### src/rtl/mem_arbiter_if.sv
// Memory-side port of the shared-memory arbiter: one line-sized req/ack channel.
// master = arbiter (issues requests), slave = memory (acks and returns data).
interface mem_arbiter_if #(
  parameter int CACHE_LINE_WIDTH = 256,
  parameter int ADDR_WIDTH       = 16
);
  logic                        mem_req;
  logic                        mem_we;
  logic [ADDR_WIDTH-1:0]       mem_addr;
  logic [CACHE_LINE_WIDTH-1:0] mem_wdata;
  logic                        mem_ack;
  logic [CACHE_LINE_WIDTH-1:0] mem_rdata;

  modport master (output mem_req, mem_we, mem_addr, mem_wdata,
                  input  mem_ack, mem_rdata);
  modport slave  (input  mem_req, mem_we, mem_addr, mem_wdata,
                  output mem_ack, mem_rdata);
endinterface

### src/rtl/mem_arbiter.sv
// Serialises I-cache and D-cache line misses onto one memory port.
// Ties alternate against the last served requester.
module mem_arbiter #(
  parameter int CACHE_LINE_WIDTH = 256,
  parameter int ADDR_WIDTH       = 16,
  parameter int OFFSET_BITS      = 4
) (
  input  logic                        clk,
  input  logic                        reset,
  input  logic                        i_pet,
  input  logic [ADDR_WIDTH-1:0]       i_addr,
  output logic                        i_ready,
  output logic [CACHE_LINE_WIDTH-1:0] i_data,
  input  logic                        d_pet,
  input  logic                        d_we,
  input  logic [ADDR_WIDTH-1:0]       d_addr,
  input  logic [CACHE_LINE_WIDTH-1:0] d_wdata,
  output logic                        d_ready,
  output logic [CACHE_LINE_WIDTH-1:0] d_data,
  mem_arbiter_if.master               mem
);
  typedef enum logic [1:0] {IDLE, SERVE_I, SERVE_D, DONE} state_t;

  typedef struct packed {
    logic                        we;
    logic [ADDR_WIDTH-1:0]       addr;
    logic [CACHE_LINE_WIDTH-1:0] wdata;
  } mem_req_t;

  state_t   state, state_n;
  logic     last_d;
  logic     grant_i, grant_d, ack_i, ack_d;
  mem_req_t req_n;

  always_ff @(posedge clk) begin
    if (!reset) state <= IDLE;
    else        state <= state_n;
  end

  always_comb begin
    state_n = state;
    grant_i = 1'b0;
    grant_d = 1'b0;
    ack_i   = 1'b0;
    ack_d   = 1'b0;
    unique case (state)
      IDLE: begin
        // on a tie the side that was not served last wins
        if (i_pet && d_pet) begin
          grant_i = last_d;
          grant_d = !last_d;
        end else begin
          grant_i = i_pet;
          grant_d = d_pet;
        end
        if (grant_i)      state_n = SERVE_I;
        else if (grant_d) state_n = SERVE_D;
      end
      SERVE_I: if (mem.mem_ack) begin
        ack_i   = 1'b1;
        state_n = DONE;
      end
      SERVE_D: if (mem.mem_ack) begin
        ack_d   = 1'b1;
        state_n = DONE;
      end
      DONE:    state_n = IDLE;
      default: state_n = IDLE;
    endcase
  end

  // winner's request, line-aligned
  always_comb begin
    req_n.we    = grant_d & d_we;
    req_n.addr  = grant_d ? {d_addr[ADDR_WIDTH-1:OFFSET_BITS], {OFFSET_BITS{1'b0}}}
                          : {i_addr[ADDR_WIDTH-1:OFFSET_BITS], {OFFSET_BITS{1'b0}}};
    req_n.wdata = grant_d ? d_wdata : '0;
  end

  always_ff @(posedge clk) begin
    if (!reset) begin
      last_d        <= 1'b0;
      i_ready       <= 1'b0;
      d_ready       <= 1'b0;
      i_data        <= '0;
      d_data        <= '0;
      mem.mem_req   <= 1'b0;
      mem.mem_we    <= 1'b0;
      mem.mem_addr  <= '0;
      mem.mem_wdata <= '0;
    end else begin
      i_ready <= ack_i;
      d_ready <= ack_d;
      if (grant_i || grant_d) begin
        mem.mem_req   <= 1'b1;
        mem.mem_we    <= req_n.we;
        mem.mem_addr  <= req_n.addr;
        mem.mem_wdata <= req_n.wdata;
      end
      if (ack_i || ack_d) begin
        mem.mem_req <= 1'b0;
        last_d      <= ack_d;
      end
      if (ack_i) i_data <= mem.mem_rdata;
      // write-backs leave the returned line untouched
      if (ack_d && !mem.mem_we) d_data <= mem.mem_rdata;
    end
  end
endmodule

### src/flat_wrapper.sv
// flat-port wrapper written by rule: the top's interface ports become plain ports
module mem_arbiter_flat 
#(
  parameter int CACHE_LINE_WIDTH = 256,
  parameter int ADDR_WIDTH       = 16,
  parameter int OFFSET_BITS      = 4
)
  (clk, reset, i_pet, i_addr, i_ready, i_data, d_pet, d_we, d_addr, d_wdata, d_ready, d_data, mem_mem_req, mem_mem_we, mem_mem_addr, mem_mem_wdata, mem_mem_ack, mem_mem_rdata);
  mem_arbiter_if #(.CACHE_LINE_WIDTH(CACHE_LINE_WIDTH), .ADDR_WIDTH(ADDR_WIDTH)) mem_i ();
  input  logic clk;
  input  logic reset;
  input  logic i_pet;
  input  logic [ADDR_WIDTH-1:0] i_addr;
  output logic i_ready;
  output logic [CACHE_LINE_WIDTH-1:0] i_data;
  input  logic d_pet;
  input  logic d_we;
  input  logic [ADDR_WIDTH-1:0] d_addr;
  input  logic [CACHE_LINE_WIDTH-1:0] d_wdata;
  output logic d_ready;
  output logic [CACHE_LINE_WIDTH-1:0] d_data;
  output wire logic [$bits(mem_i.mem_req)-1:0] mem_mem_req;
  output wire logic [$bits(mem_i.mem_we)-1:0] mem_mem_we;
  output wire logic [$bits(mem_i.mem_addr)-1:0] mem_mem_addr;
  output wire logic [$bits(mem_i.mem_wdata)-1:0] mem_mem_wdata;
  input wire logic [$bits(mem_i.mem_ack)-1:0] mem_mem_ack;
  input wire logic [$bits(mem_i.mem_rdata)-1:0] mem_mem_rdata;
  assign mem_mem_req = mem_i.mem_req;
  assign mem_mem_we = mem_i.mem_we;
  assign mem_mem_addr = mem_i.mem_addr;
  assign mem_mem_wdata = mem_i.mem_wdata;
  assign mem_i.mem_ack = mem_mem_ack;
  assign mem_i.mem_rdata = mem_mem_rdata;
  mem_arbiter #(.CACHE_LINE_WIDTH(CACHE_LINE_WIDTH), .ADDR_WIDTH(ADDR_WIDTH), .OFFSET_BITS(OFFSET_BITS)) u_core (.clk(clk), .reset(reset), .i_pet(i_pet), .i_addr(i_addr), .i_ready(i_ready), .i_data(i_data), .d_pet(d_pet), .d_we(d_we), .d_addr(d_addr), .d_wdata(d_wdata), .d_ready(d_ready), .d_data(d_data), .mem(mem_i));
endmodule
### config.mk
export PLATFORM = sky130hd
export DESIGN_NAME = mem_arbiter_flat
export DESIGN_NICKNAME = d
export VERILOG_FILES = /design/src/rtl/mem_arbiter_if.sv /design/src/rtl/mem_arbiter.sv /design/src/flat_wrapper.sv
export SDC_FILE = /design/constraint.sdc
export NUM_CORES = 1
export LEC_CHECK = 0
export ABC_AREA = 1
export CELL_PAD_IN_SITES_DETAIL_PLACEMENT = 1
export CELL_PAD_IN_SITES_GLOBAL_PLACEMENT = 2
export CORE_AREA = 3 3 521 523
export DETAILED_ROUTE_END_ITERATION = 12
export DIE_AREA = 0 0 524 526
export HOLD_SLACK_MARGIN = 0.03
export PLACE_DENSITY = 0.47
export SYNTH_ARGS = -nofsm -noshare
export SYNTH_HDL_FRONTEND = slang
export SYNTH_SLANG_ARGS = --single-unit
### constraint.sdc
create_clock -name clk -period 1.7 [get_ports clk]
set_input_delay 0.255 -clock clk [delete_from_list [all_inputs] [get_ports clk]]
set_output_delay 0.255 -clock clk [all_outputs]
set_load 0.05 [all_outputs]
# After elaboration in Yosys (flattened, before gate mapping)
# Index checks and enable logic that the tools add are counted.
# word_totals
reg_bits	791
latch_bits	0
mem_bits_rw	0
mem_bits_ro	0
in_bits	550
out_inout_bits	788
word_cells	42
memories	0
# op_classes
addsub	0
multipliers	0
n_div	0
n_lt_le_gt_ge	0
eq_ne	5
shifts	0
muxes	15
bitwise	2
reduce_logical	10
# ops
cell	n
$mux W256	1
$mux W16	1
$mux W1	9
$mux W2	3
$pmux W2 S3	1
$eq A2 B2 Y1 const B	2
$reduce_or A2 Y1	2
$ne A3 B1 Y1 const B	1
$eq A2 B1 Y1 const B	1
$logic_and A1 B1 Y1	2
$logic_not A1 Y1	2
$logic_not A2 Y1	1
$logic_or A1 B1 Y1	2
$ne A2 B1 Y1 const B	1
$reduce_and A2 Y1	1
$and A1 B1 Y1	1
$not A1 Y1	1

# Longest topological paths before layout
# depth
depth_word	6
ltp_mapped	9
mapped_depth_nobuf	8

# Least setup slack after synthesis
# No wires, ideal clock.
# synth_path
path_kind	reg2reg
from	reg u_core.state[0]
to	reg u_core.mem.mem_wdata[199]
setup_ns	0.132
t_arrival_ns	1.344
required_ns	1.568
path_slack_ns	0.224
path_stages_with_launch	10
n_path_buf	2
synth_period_minus_slack_ns	1.476
path_cell_list	dfxtp_1 inv_1 ha_1 inv_1 nor2_2 inv_2 buf_2 buf_2 nand2_1 a21oi_1
# synth_via
elab_chain_len	3
word_cells_on_any_way	5
classes_between	mux (3); reduce/logical (2)
# synth_lines
item	line_no	text
start: declaration	mem_arbiter.sv:30	state_t state, state_n;
start signal: assignment	mem_arbiter.sv:37	else state <= state_n;
$logic_not A2 Y1 (*)	mem_arbiter.sv:46	unique case (state)
$mux W1	mem_arbiter.sv:46	
$mux W256 / $logic_or A1 B1 Y1 (equally long branches)	mem_arbiter.sv:77, mem_arbiter.sv:94	
end signal: assignment	mem_arbiter.sv:98	mem.mem_wdata <= req_n.wdata;
end: declaration	mem_arbiter_if.sv:14	modport master (output mem_req, mem_we, mem_addr, mem_wdata,
# Every way passes the cells marked *; elsewhere a longest branch is shown, timed or not.
# A chain may end at the register's enable or synchronous reset.

# Worst setup path in the final report
# layout_path
from	reg u_core.state[0]
to	reg u_core.mem.mem_wdata[99]
# The elaborated chain is that of the path after synthesis.

==> metrics.log <==
[metrics] number of instances in the synthesized netlist: approximately 3300
[metrics] CTS tree: yes
[metrics] share of the synthesized area in compound gates (AO/OA/AOI/OAI): around a fifth
[metrics] die width: roughly 520 µm
[metrics] Core Area: 267000 µm²
[metrics] pwr/cell area: roughly 1600 nW/µm²
[metrics] Total Routing Usage GR: a little over an eighth
[metrics] largest net degree at the start of global routing: a little under 80
[metrics] maximum achievable frequency: between 0.5 and 0.6 GHz
[metrics] startpoint-to-endpoint class of the critical path: register to register
[metrics] accumulated negative setup slack: -2160 ps
[metrics] cell taking the most area after synthesis: dfxtp_1
[metrics] Layout Skew: 42.0 ps
[metrics] number of antenna violations at the first check in global routing: a little under 70
[metrics] VDD IR max: 0.000745 V
[metrics] CTS Buf Count: 104
[metrics] H-tree lvl count: 3
[metrics] clock network fraction of design power: 27.1%
[metrics] leading cell types by total area after synthesis: dfxtp_1, nand3_1, a21oi_1, o21ai_0, nand2_1
[metrics] synthesized-area fraction occupied by and/or/nand/nor cells: 14.5%
[metrics] failing checks: setup timing
[metrics] Leak Pwr: 21.7 nW
[metrics] number of vias in the routed layout: about 30000
[metrics] # placed instances: 8020
[metrics] most frequent cells after synthesis: dfxtp_1, nand3_1, a21oi_1, o21ai_0, nand2_1
[metrics] insertion delay to the later sink of the worst-skew pair: 730 ps
[metrics] IO Port Bufs: roughly 1300
[metrics] Critical Path Slowest Stage Cell: dfxtp_2
[metrics] result of the run: finished, violations left
[metrics] remaining antenna violation count: 0
[metrics] xor and xnor fraction of the mapped netlist area: 0%
[metrics] largest family of logic cells by synthesized area: compound AO/OA/AOI/OAI gates
[metrics] flip-flop cell with the highest count after synthesis: dfxtp_1
[metrics] Internal Pwr Total: between 40 and 50 mW
[metrics] Syn. warnings: 0
[metrics] initial standard-cell utilization of the core: between 10% and 20%
[metrics] Cell Count, Final, Fillers Out: about 8600
[metrics] async set-reset flop share out of synthesis: 0%
[metrics] routed length per instance: 23.7 µm
[metrics] combinational cell fraction of total power: between 40% and 50%
[metrics] synth unique cells: 19
[metrics] clock sink count: slightly below 800
[metrics] growth of design area from synthesis to finish: 93.5%
[metrics] multiplexer share of the synthesized area: 0%
[metrics] Iteration-0 DRC Markers: ~1300
[metrics] critical path launch point type: register
[metrics] total of flip-flops plus latches after synthesis: 787
[metrics] proportion of layout cells with a drive suffix above 1: a little over a quarter
[metrics] crit path capture type: register
[metrics] final layout net count: between 5000 and 6000
[metrics] DR vias/cell: between 3 and 4
[metrics] CTS root buffer: clkbuf_16
[metrics] adder and majority cell fraction of the synthesized area: less than 1%
[metrics] Max Cap Viol: 0
[metrics] largest incremental delay on the critical path: 330 ps
[metrics] post-synthesis instance area: between 20000 and 30000 µm²
[metrics] wire length of the first global-routing pass: between 200000 and 300000 µm
[metrics] Clock Path Buffers: 3
[metrics] final HPWL from detailed placement: 153000 µm
[metrics] register clock-pin slew on the reported worst setup and hold paths: about 60 ps
[metrics] ordered cell list for the critical path: inv_2 > buf_4 > ha_4 > inv_4 > nor2_4 > bufinv_16 > clkbuf_16 > nand2_1 > a21oi_1
[metrics] final period utilization: 104%
[metrics] setup ws final: -69.5 ps
[metrics] count of boundary I/O pins: about 1300
[metrics] Switching Power: approximately 36 mW
[metrics] remaining global-route overflow: 0
[metrics] class of the most critical hold timing path: input pin to register
[metrics] weighted congestion reported at the end of routability-driven placement: about 0.8
[metrics] portion of total power attributed to sequential cells: approximately 29%
[metrics] fraction of the yosys area taken by sequential cells: 57.9%
[metrics] die extent in y: about 530 µm
[metrics] final core area utilization: around a fifth
[metrics] vias in the first global route: about 32000
[metrics] number of max-slew violations in the final report: 0
[metrics] worst endpoint data arrival time: 2370 ps
[metrics] Yosys top cell area share: between 50% and 60%
[metrics] required time worst endpoint: between 2000 and 2500 ps
[metrics] synthesized area per cell: ~8.4 µm²
[metrics] dominant cell by count in the synthesized netlist: dfxtp_1
[metrics] RSZ-0062 raised after global routing: yes
[metrics] final hold vios: 0
[metrics] number of placement rows: between 150 and 200
[metrics] DRC viols: 0
[metrics] Detailed Route WL: between 200000 and 250000 µm
[metrics] final critical delay including setup and external delays: 1770 ps
[metrics] Die Footprint: ~280000 µm²
[metrics] detailed-router iteration count before antenna repair: 5
[metrics] maximum fanout encountered on the critical timing path: 12
[metrics] fraction of power spent switching nets: roughly 43%
[metrics] Post-synth EDFFs: 0
[metrics] Finish-stage setup viols: 72
==> metrics by stage <==
stage	worst slack, ps	area, µm²	total power, mW	hold WS, ps
finish	-69.5	52700	83.3	129
global route	-150	52700	87.4	77.4
CTS	-104	51000	81.7	30.1
detailed placement	-458	43800	56.0	454
global placement	-500	43800	55.9	450
floorplan	224	27200	42.0	398
==> path summary, 6_finish.rpt <==
kind / slack [ps] / end / cells past startpoint / start
setup / recovery: -70 / u_core.mem.mem_wdata[99]$_SDFFE_PN0P_ / 9 / u_core.state[0]$_SDFFE_PN0P_
hold / removal: 130 / u_core.d_data[200]$_SDFFE_PN0P_ / 3 / mem_mem_rdata[200]
setup reg to reg: -70 / u_core.mem.mem_wdata[99]$_SDFFE_PN0P_ / 9 / u_core.state[0]$_SDFFE_PN0P_
hold reg to reg: 460 / u_core.mem.mem_wdata[120]$_SDFFE_PN0P_ / 2 / u_core.mem.mem_wdata[120]$_SDFFE_PN0P_
==> routing by layer <==
layer	share of wire [%]	up-vias	GRT usage [%]
li1	-	14400	-
met1	38	14700	14.6
met2	50	1052	24.1
met3	9.1	242	5.50
met4	2.3	56	3.51
met5	0.17	-	0
==> kinds of logic after synthesis <==
| group | Yosys count |
|---|---|
| AND/OR/NAND/NOR | 868 |
| adder cells (fa/ha/maj) | 3 |
| AO/OA/AOI/OAI | 1029 |
| buffers and inverters | 573 |
| other | 1 |
| flip-flops | 787 |
==> sequential cells by signal, indices dropped and copies added (netlist names) <==
register	count
u_core.mem.mem_we	1
u_core.mem.mem_wdata	256
u_core.last_d	1
u_core.state	2
u_core.i_ready	1
u_core.mem.mem_addr	12
u_core.d_data	256
u_core.mem.mem_req	1
u_core.i_data	256
u_core.d_ready	1
==> placed cells by master (no fill, tap or decap), drive strengths merged <==
master,Yosys,layout
bufinv,0,3
clkdlybuf4s50,0,540
o21ai,512,512
inv,280,285
clkinv,0,29
nand2,293,293
nand3,541,541
bufbuf,0,1
buf,131,1002
clkinvlp,0,4
nor3b,1,1
dfxtp,787,787
o22ai,1,1
clkbuf,162,181
nor2,33,33
diode,0,25
a21oi,516,516
dlygate4sd3,0,274
ha,3,3
conb,1,4
==> cell type report <==
cell class                      count  area [µm²]
Multi-Input combinational cell   1904        9500
Sequential cell                   787       15800
Tap cell                         3552        4440
Timing Repair Buffer             1844       18200
Antenna cell                       25        62.6
Clock inverter                     38         355
Timing Repair inverter              3        47.5
Inverter                          280        1090
Fill cell                       31200      215000
Clock buffer                      154        3120
==> power groups by stage <==
stage / logic [mW] / clock network [mW] / registers [mW]
CTS: 34.1 / 23.5 / 24.1
finish: 36.6 / 22.5 / 24.1
global placement: 31.6 / 0 / 24.3
floorplan: 6.91 / 0 / 35.1
global route: 38.7 / 24.2 / 24.5
detailed placement: 31.7 / 0 / 24.3
==> critical path, delay by kind of cell, from the launching register on <==
kind	cells	cell delay, ps
AND/OR/NAND/NOR	2	310
adder cells (fa/ha/maj)	1	150
buffers and inverters	5	700
flip-flops	1	330
AO/OA/AOI/OAI	1	50
==> repair_timing <==
| action | 4_1_cts | 5_1_grt |
|---|---|---|
| setup endpoints to repair | 658 | 603 |
| gates cloned | 10 | 35 |
| pin swaps | 1 | 4 |
| hold buffers | 274 | 0 |
| hold endpoints to repair | 383 | 0 |
| gates resized for setup | 197 | 206 |
| buffers inserted | 9 | 24 |
Power figures use the tool's default switching activity.
